<file path="src/rtl/pulse_burst_gen.sv">
// Burst generator: a trigger pulse starts num_cycles square-wave periods on `out`,
// each HALF_PERIOD clocks high then HALF_PERIOD clocks low, followed by a one-cycle `done`.
module pulse_burst_gen #(
    parameter int HALF_PERIOD = 4,
    parameter int HP_WIDTH    = 16
) (
    input  logic       clock,
    input  logic       reset,
    input  logic       trigger,
    input  logic [7:0] num_cycles,
    input  logic       abort,
    output logic       out,
    output logic       busy,
    output logic       done,
    output logic [1:0] dbg_state
);

    typedef enum logic [1:0] {
        ST_IDLE = 2'd0,
        ST_HIGH = 2'd1,
        ST_LOW  = 2'd2
    } state_t;

    localparam logic [HP_WIDTH-1:0] HP_LAST = HP_WIDTH'(HALF_PERIOD - 1);

    state_t              state_q, state_d;
    logic [HP_WIDTH-1:0] half_q, half_d;
    logic [7:0]          cyc_q, cyc_d;
    logic                out_q, out_d;
    logic                busy_q, busy_d;
    logic                done_q, done_d;

    always_ff @(posedge clock or posedge reset) begin
        if (reset) begin
            state_q <= ST_IDLE;
            half_q  <= '0;
            cyc_q   <= '0;
            out_q   <= 1'b0;
            busy_q  <= 1'b0;
            done_q  <= 1'b0;
        end else begin
            state_q <= state_d;
            half_q  <= half_d;
            cyc_q   <= cyc_d;
            out_q   <= out_d;
            busy_q  <= busy_d;
            done_q  <= done_d;
        end
    end

    // abort outranks everything; in IDLE it simply swallows a same-cycle trigger
    always_comb begin
        state_d = state_q;
        half_d  = half_q;
        cyc_d   = cyc_q;
        out_d   = out_q;
        busy_d  = busy_q;
        done_d  = 1'b0;

        if (abort) begin
            if (state_q != ST_IDLE) begin
                state_d = ST_IDLE;
                half_d  = '0;
                cyc_d   = '0;
                out_d   = 1'b0;
                busy_d  = 1'b0;
            end
        end else begin
            case (state_q)
                ST_IDLE: begin
                    if (trigger) begin
                        if (num_cycles != 8'd0) begin
                            state_d = ST_HIGH;
                            half_d  = '0;
                            cyc_d   = num_cycles;
                            out_d   = 1'b1;
                            busy_d  = 1'b1;
                        end else begin
                            done_d = 1'b1;
                        end
                    end
                end
                ST_HIGH: begin
                    if (half_q == HP_LAST) begin
                        half_d  = '0;
                        state_d = ST_LOW;
                        out_d   = 1'b0;
                    end else begin
                        half_d = half_q + 1'b1;
                    end
                end
                ST_LOW: begin
                    if (half_q == HP_LAST) begin
                        half_d = '0;
                        cyc_d  = cyc_q - 8'd1;
                        if (cyc_q == 8'd1) begin
                            state_d = ST_IDLE;
                            busy_d  = 1'b0;
                            done_d  = 1'b1;
                        end else begin
                            state_d = ST_HIGH;
                            out_d   = 1'b1;
                        end
                    end else begin
                        half_d = half_q + 1'b1;
                    end
                end
                default: begin
                    state_d = ST_IDLE;
                    half_d  = '0;
                    cyc_d   = '0;
                    out_d   = 1'b0;
                    busy_d  = 1'b0;
                end
            endcase
        end
    end

    assign out       = out_q;
    assign busy      = busy_q;
    assign done      = done_q;
    assign dbg_state = state_q;

    // Structural invariants: busy tracks the active states, done is a lone pulse.
    a_busy_state : assert property (@(posedge clock) disable iff (reset)
        busy_q == (state_q != ST_IDLE));
    a_done_single : assert property (@(posedge clock) disable iff (reset)
        done_q |=> !done_q);
    a_done_not_busy : assert property (@(posedge clock) disable iff (reset)
        done_q |-> !busy_q);

endmodule
</file>
<file path="config.mk">
export PLATFORM = sky130hd
export DESIGN_NAME = pulse_burst_gen
export DESIGN_NICKNAME = d
export VERILOG_FILES = /design/src/rtl/pulse_burst_gen.sv
export SDC_FILE = /design/constraint.sdc
export NUM_CORES = 1
export LEC_CHECK = 0
export CAP_MARGIN = 25
export CORE_ASPECT_RATIO = 1.25
export CORE_UTILIZATION = 55
export CTS_BUF_LIST = sky130_fd_sc_hd__clkbuf_4
export CTS_CLUSTER_SIZE = 16
export DETAILED_ROUTE_END_ITERATION = 10
export GPL_TIMING_DRIVEN = 1
export PLACE_DENSITY = 0.82
export RECOVER_POWER = 25
export SYNTH_ARGS = -nofsm -noshare
export SYNTH_HDL_FRONTEND = slang
export SYNTH_SLANG_ARGS = --single-unit
</file>
<file path="constraint.sdc">
create_clock -name clock -period 2.5 [get_ports clock]
set_clock_uncertainty 0.2 [all_clocks]
set_input_delay 0.375 -clock clock [delete_from_list [all_inputs] [get_ports clock]]
set_output_delay 0.375 -clock clock [all_outputs]
set_load 0.02 [all_outputs]
</file>
==> reports/qor.csv, run 1 <==
stage,metric,value,unit
power,ir_worst_vdd,0.616,mV
global_route,grt_max_degree,30,
setup_path,rr_startpoint,half_q[0],
timing,finalWorstPathRequiredPeriod,2.24,ns
power,p_per_area,875,mW/mm²
clocking,clock_path_buffers,2,
synth,yosysTopAreaCell,dfrtp_1,
synth,syn_nets,233,
synth,yosysTopAreaCellShare,0.382,
synth,synthMuxAreaShare,0.0138,
route,viasPerCell,6.33,
floorplanning,die_w,54.5,µm
clocking,hold_buffers,0,
run_status,status,"complete, but fails checks",
layout,area_growth,15.7,%
clocking,root_buffer,clkbuf_4,
synth,yosysWarnings,0,
global_route,antenna_found_initial,0,
synth,synth_edf_count,0,
floorplanning,ioPinCount,17,
synth,synth_compound_area_frac,0.250,
synth,synth-simple-area-share,0.235,
setup_path,critical_path_required,2.53,ns
synth,netlist_area,0.00190,mm²
clocking,htree_levels,2,
synth,synth_area_leaders,"dfrtp_1 (38%), o21ai_1 (6.9%), ha_1 (5.3%), nand3_1 (3.4%), nor3_1 (3.2%)",
min_path,min_from,busy,
synth,ys_ff_latch,29,
global_route,gr-total-overflow,0,
run,maxCapViolCount,1,
placed_design,hpwl,3.04,mm
placed_design,gp_congestion,0.871,
floorplanning,die_area,0.00369,mm²
clocking,cts_tree,yes,
clocking,clock_sinks,29,
timing,slew_headroom,-0.0369,
timing,hold_viol,0,
setup_path,arrival,2.28,ns
global_route,grt_pass1_wl,6.93,mm
timing,finalSetupViolCount,0,
synth,ys_async_sr_fraction,1.00,
route,drcViolationCount,0,
timing,clock.fmax,0.446,GHz
setup_path,start_kind,flop,
synth,synth_xor_area_frac,0,
setup_path,r2r_end,cyc_q[1],
run_status,violations,"capacitance limit, slew limit",
synth,synth_most_common_cell,dfrtp_1,
synth,synthDistinctLibCells,46,
synth,netlist_instances,213,
min_path,hold_end,busy,
layout,nNetsFinal,257,
synth,netlist_top_cells_count,"dfrtp_1 (29), o21ai_1 (26), nand2_1 (13), nand3_1 (13), nor2_1 (13)",
route,drt_iter0_drc,76,
timing,fin_crit_sh,0.898,
synth,synth_ff_type,dfrtp_1,
floorplanning,core,0.00325,mm²
timing,rsz0062_at_grt,no,
min_path,hold_depth,1,
synth,ys_seq_area_frac,0.382,
setup_path,critical_path_class,flop to flop,
setup_path,crit_fanout,17,
floorplanning,num_rows,23,
synth,syn_avg_cell_area,8.91,µm²
min_path,hold_path_class,flop to flop,
setup_path,ff2ff_path_depth,7,
setup_path,rrSetupSlack,0.26,ns
floorplanning,start_util,0.584,
timing,tns,0,ns
clocking,clkLatencyLatePin,0.34,ns
global_route,grt.total_usage,0.263,
route,wl_per_cell,15.6,µm
placed_design,port_buffers,16,
global_route,grt_pass1_vias,1615,
route,drt-total-wl,4.30,mm
clocking,cts-resized-gates,0,
clocking,clkSlewWorstSetupHoldPaths,0.10,ns
route,vias,1742,
setup_path,end_kind,flop,
route,antenna_left,0,
power,leakage,0.887,nW
clocking,post-cts-setup-buffers,0,
synth,synth_fa_ha_area_frac,0.0527,
route,firstDrtPassIters,4,
power,total_power,1.92,mW
floorplanning,die_y,67.7,µm
layout,num_antenna_cells,0,
synth,synth_top_family_by_area,compound AO/OA/AOI/OAI gates,
clocking,cts_buffers,5,
timing,worst_slew_pin_slew,1.56,ns
timing,slew_viol_final,30,
layout,post_route_cells_drive_above_1_share,0.130,
layout by cell type, fill, tap and decap left out, types with 10 or more instances in the layout:
cell type        instances
nand2_1                 13
o21ai_1                 26
nor2_1                  13
inv_1                   10
dfrtp_1                 29
nand3_1                 13
a21oi_1                 10
clkdlybuf4s50_1         16
nor3_1                  12
buf_4                   11
final cells by class:
type                    instances  area [µm²]
clock buffers                   5        37.5
clock inverters                 3        12.5
fillers                       261        1060
inverters                      10        37.5
multi-input cells             161        1050
flip-flops and latches         29         726
well taps                      37        46.3
repair buffers                 30         287
stage by stage:
stage / cells / setup slack (ns) / util / cell area (µm²) / hold WS, ns
after floorplan: 213 / 0.407 / - / 1900 / 0.253
after global placement: 267 / 0.103 / 0.660 / 2150 / 0.278
after detailed placement: 267 / 0.0419 / 0.660 / 2150 / 0.281
after CTS: 275 / 0.107 / 0.676 / 2200 / 0.224
after global routing: 275 / 0.0640 / 0.675 / 2200 / 0.335
final: 275 / 0.256 / 0.675 / 2200 / 0.298
cell families (layout without fill, tap and decap cells):
family | after synthesis | after routing
AOI/OAI and AO/OA | 71 | 71
adders and majority gates | 8 | 8
buffers and inverters | 23 | 48
DFF | 29 | 29
muxes | 2 | 2
and+or+nand+nor | 80 | 80
state kept, by name, summed over array words and instances, names as in the netlist:
name and count:
half_q 16, out 1, done 1, cyc_q 8, dbg_state 2, busy 1
power breakdown:
group	internal (mW)	switching (mW)
Sequential	0.563	0.104
Clock	0.101	0.174
Combinational	0.438	0.541
worst max-delay path by stage:
stage	start	end	slack (ns)	depth (start not counted)
2_1_floorplan	half_q[0]	out	0.41	7
3_3_place_gp	num_cycles[2]	cyc_q[1]	0.10	7
3_5_place_dp	num_cycles[2]	cyc_q[5]	0.04	7
4_1_cts	half_q[0]	cyc_q[1]	0.11	7
5_1_grt	half_q[0]	cyc_q[1]	0.06	7
6_report	half_q[0]	cyc_q[1]	0.26	7
metal layers:
metal,part of all wire,global-route usage
met3,0.047,0.0653
met4,0.023,0.112
met1,0.42,0.284
met5,0,0
met2,0.51,0.468
critical path, cell delays in order, from the launching register on:
cell      delay, ns
dfrtp_1        0.43
ha_1           0.21
nor4b_2        0.28
and4_4         0.36
buf_4          0.25
a21oi_1        0.10
a211oi_1       0.23
a21oi_1        0.06
Power figures use the tool's default switching activity.
==> run 2, diff against run 1 <==
- CAP_MARGIN: 25 -> default
- CORE_ASPECT_RATIO: 1.25 -> 0.7
==> run 2 against run 1 <==
Against the previous run: the flow still finishes with violations (capacitance limit, slew limit); critical endpoint unchanged; register-to-register slack lost 0.08 ns; highest routed layer unchanged; count of clock-buffer cells in the layout up 3; combinational power down 0.5%; die area barely moved; utilization increased by 1.1 points.
==> reports/qor.csv, run 2 (synthesis results as in run 1) <==
stage,metric,value,unit,change
layout,mostFrequentLayoutCell,dfrtp_1,,
clocking,cts_tree,yes,,
timing,setup_slack,0.181,ns,-0.0755 ns
route,firstDrtPassIters,4,,unchanged
power,p_int,1.13,mW,+2.1%
clocking,post-cts-setup-buffers,0,,unchanged
layout,num_antenna_cells,0,,unchanged
floorplanning,ioPinCount,17,,unchanged
layout,utilization,0.686,,+0.0108
setup_path,critical_path_class,flop to flop,,
global_route,antenna_found_initial,0,,unchanged
setup_path,end_kind,flop,,
clocking,htree_levels,2,,unchanged
route,drt_iter0_drc,107,,+41%
timing,worst_slew_pin_slew,1.58,ns,+0.0214 ns
min_path,hold_path_class,flop to flop,,
clocking,clock_sinks,29,,unchanged
floorplanning,die_area,0.00369,mm²,about the same
clocking,cts-resized-gates,0,,unchanged
setup_path,crit_fanout,13,,-4
power,ir_worst_vdd,0.681,mV,+11%
layout,largest_reg_flops,16,,unchanged
power,pwr-share-comb,0.497,,-0.012
setup_path,arrival,2.35,ns,+0.07 ns
timing,fin_crit_sh,0.928,,+0.0302
clocking,clkSlewWorstSetupHoldPaths,0.10,ns,about the same
placed_design,gp_congestion,0.897,,+3.1%
route,drcViolationCount,0,,unchanged
clocking,cts_buffers,5,,unchanged
timing,clock.fmax,0.431,GHz,-3.3%
timing,finalSetupViolCount,0,,unchanged
clocking,clkLatencyLatePin,0.35,ns,about the same
route,vias,1742,,unchanged
route,drt-total-wl,4.48,mm,+4.2%
timing,rsz0062_at_grt,no,,
timing,finalWorstPathRequiredPeriod,2.32,ns,+0.0755 ns
power,p_per_area,890,mW/mm²,+1.7%
power,pwr-share-clk,0.165,,+0.022
setup_path,crit_start,half_q[3],,
power,p_seq_frac,0.338,,-0.009
global_route,grt_pass1_wl,7.71,mm,+11%
clocking,root_buffer,clkbuf_4,,
global_route,grt.total_usage,0.277,,+0.0143
run_status,violations,"capacitance limit, slew limit",,
layout,area_growth,16.1,%,
placed_design,hpwl,3.23,mm,+6.5%
run,maxCapViolCount,1,,unchanged
power,p_sw,0.835,mW,+1.8%
floorplanning,die_w,72.2,µm,+32%
global_route,gr-total-overflow,0,,unchanged
global_route,grt_pass1_vias,1623,,+0.50%
timing,slew_headroom,-0.0511,,-0.0143
layout,nNetsFinal,257,,unchanged
placed_design,pre_cts_ws,0.0492,ns,+0.00731 ns
placed_design,port_buffers,16,,unchanged
route,viasPerCell,6.11,,-3.5%
timing,hold_viol,0,,unchanged
global_route,grt_max_degree,30,,unchanged
setup_path,rr_startpoint,half_q[3],,
run_status,status,"complete, but fails checks",,
floorplanning,die_y,51.2,µm,-24%
floorplanning,core,0.00321,mm²,-1.2%
setup_path,start_kind,flop,,
route,wl_per_cell,15.7,µm,+0.51%
timing,tns,0,ns,unchanged
setup_path,critical_path_required,2.53,ns,about the same
power,power_switching_share,0.426,,-0.000761
floorplanning,start_util,0.591,,+0.00728
route,antenna_left,0,,unchanged
clocking,clock_path_buffers,2,,unchanged
timing,slew_viol_final,30,,unchanged
power,leakage,0.888,nW,+0.15%
floorplanning,num_rows,17,,-26%
layout,regMostFlops,half_q,,
clocking,hold_buffers,0,,unchanged
layout,final_cell_mix,"dfrtp_1 (29), o21ai_1 (26), clkdlybuf4s50_1 (16)",,
min_path,min_from,busy,,
layout,post_route_cells_drive_above_1_share,0.134,,+0.00420
-- run 2: power by group through the flow --
stage / clock, mW / combinational, mW / sequential [mW]
after floorplan: 0 / 0.653 / 0.676
after global placement: 0 / 0.936 / 0.666
after detailed placement: 0 / 0.965 / 0.668
after CTS: 0.326 / 0.970 / 0.660
after global routing: 0.340 / 1.07 / 0.680
final: 0.324 / 0.974 / 0.663
-- run 2: through the flow --
step	power, mW	cell area (µm²)	hold WS (ns)	cells
CTS	1.96	2210	0.217	285
global route	2.09	2200	0.336	285
floorplan	1.33	1900	0.253	213
detailed placement	1.63	2150	0.281	277
finish	1.96	2200	0.301	285
global placement	1.60	2150	0.280	277
-- run 2: layout make-up --
cell class              count  area, µm²
well taps                  47       58.8
repair buffers             30        274
flip-flops and latches     29        726
inverters                  10       37.5
clock buffers               8       60.1
fillers                   240       1010
multi-input cells         161       1050
-- run 2: critical path, cell delays in order (launching register included) --
cell	delay, ns
dfrtp_1	0.46
nor4_1	0.45
and4_1	0.42
buf_4	0.26
a21oi_1	0.09
a211oi_1	0.24
a21oi_1	0.08
-- run 2: path summary, 6_finish.rpt --
kind	cells after the start	slack, ns	end
max in group asynchronous	3	0.51	half_q[11]
min in group asynchronous	3	0.67	cyc_q[0]
setup / recovery	6	0.18	cyc_q[1]
hold reg to reg	1	0.30	busy
setup reg to reg	6	0.18	cyc_q[1]
hold / removal	1	0.30	busy
-- run 2: routing by layer --
metal	part of all wire	GRT usage
met5	0	0
met4	0.016	0.0882
met3	0.065	0.0533
met2	0.43	0.399
met1	0.49	0.415
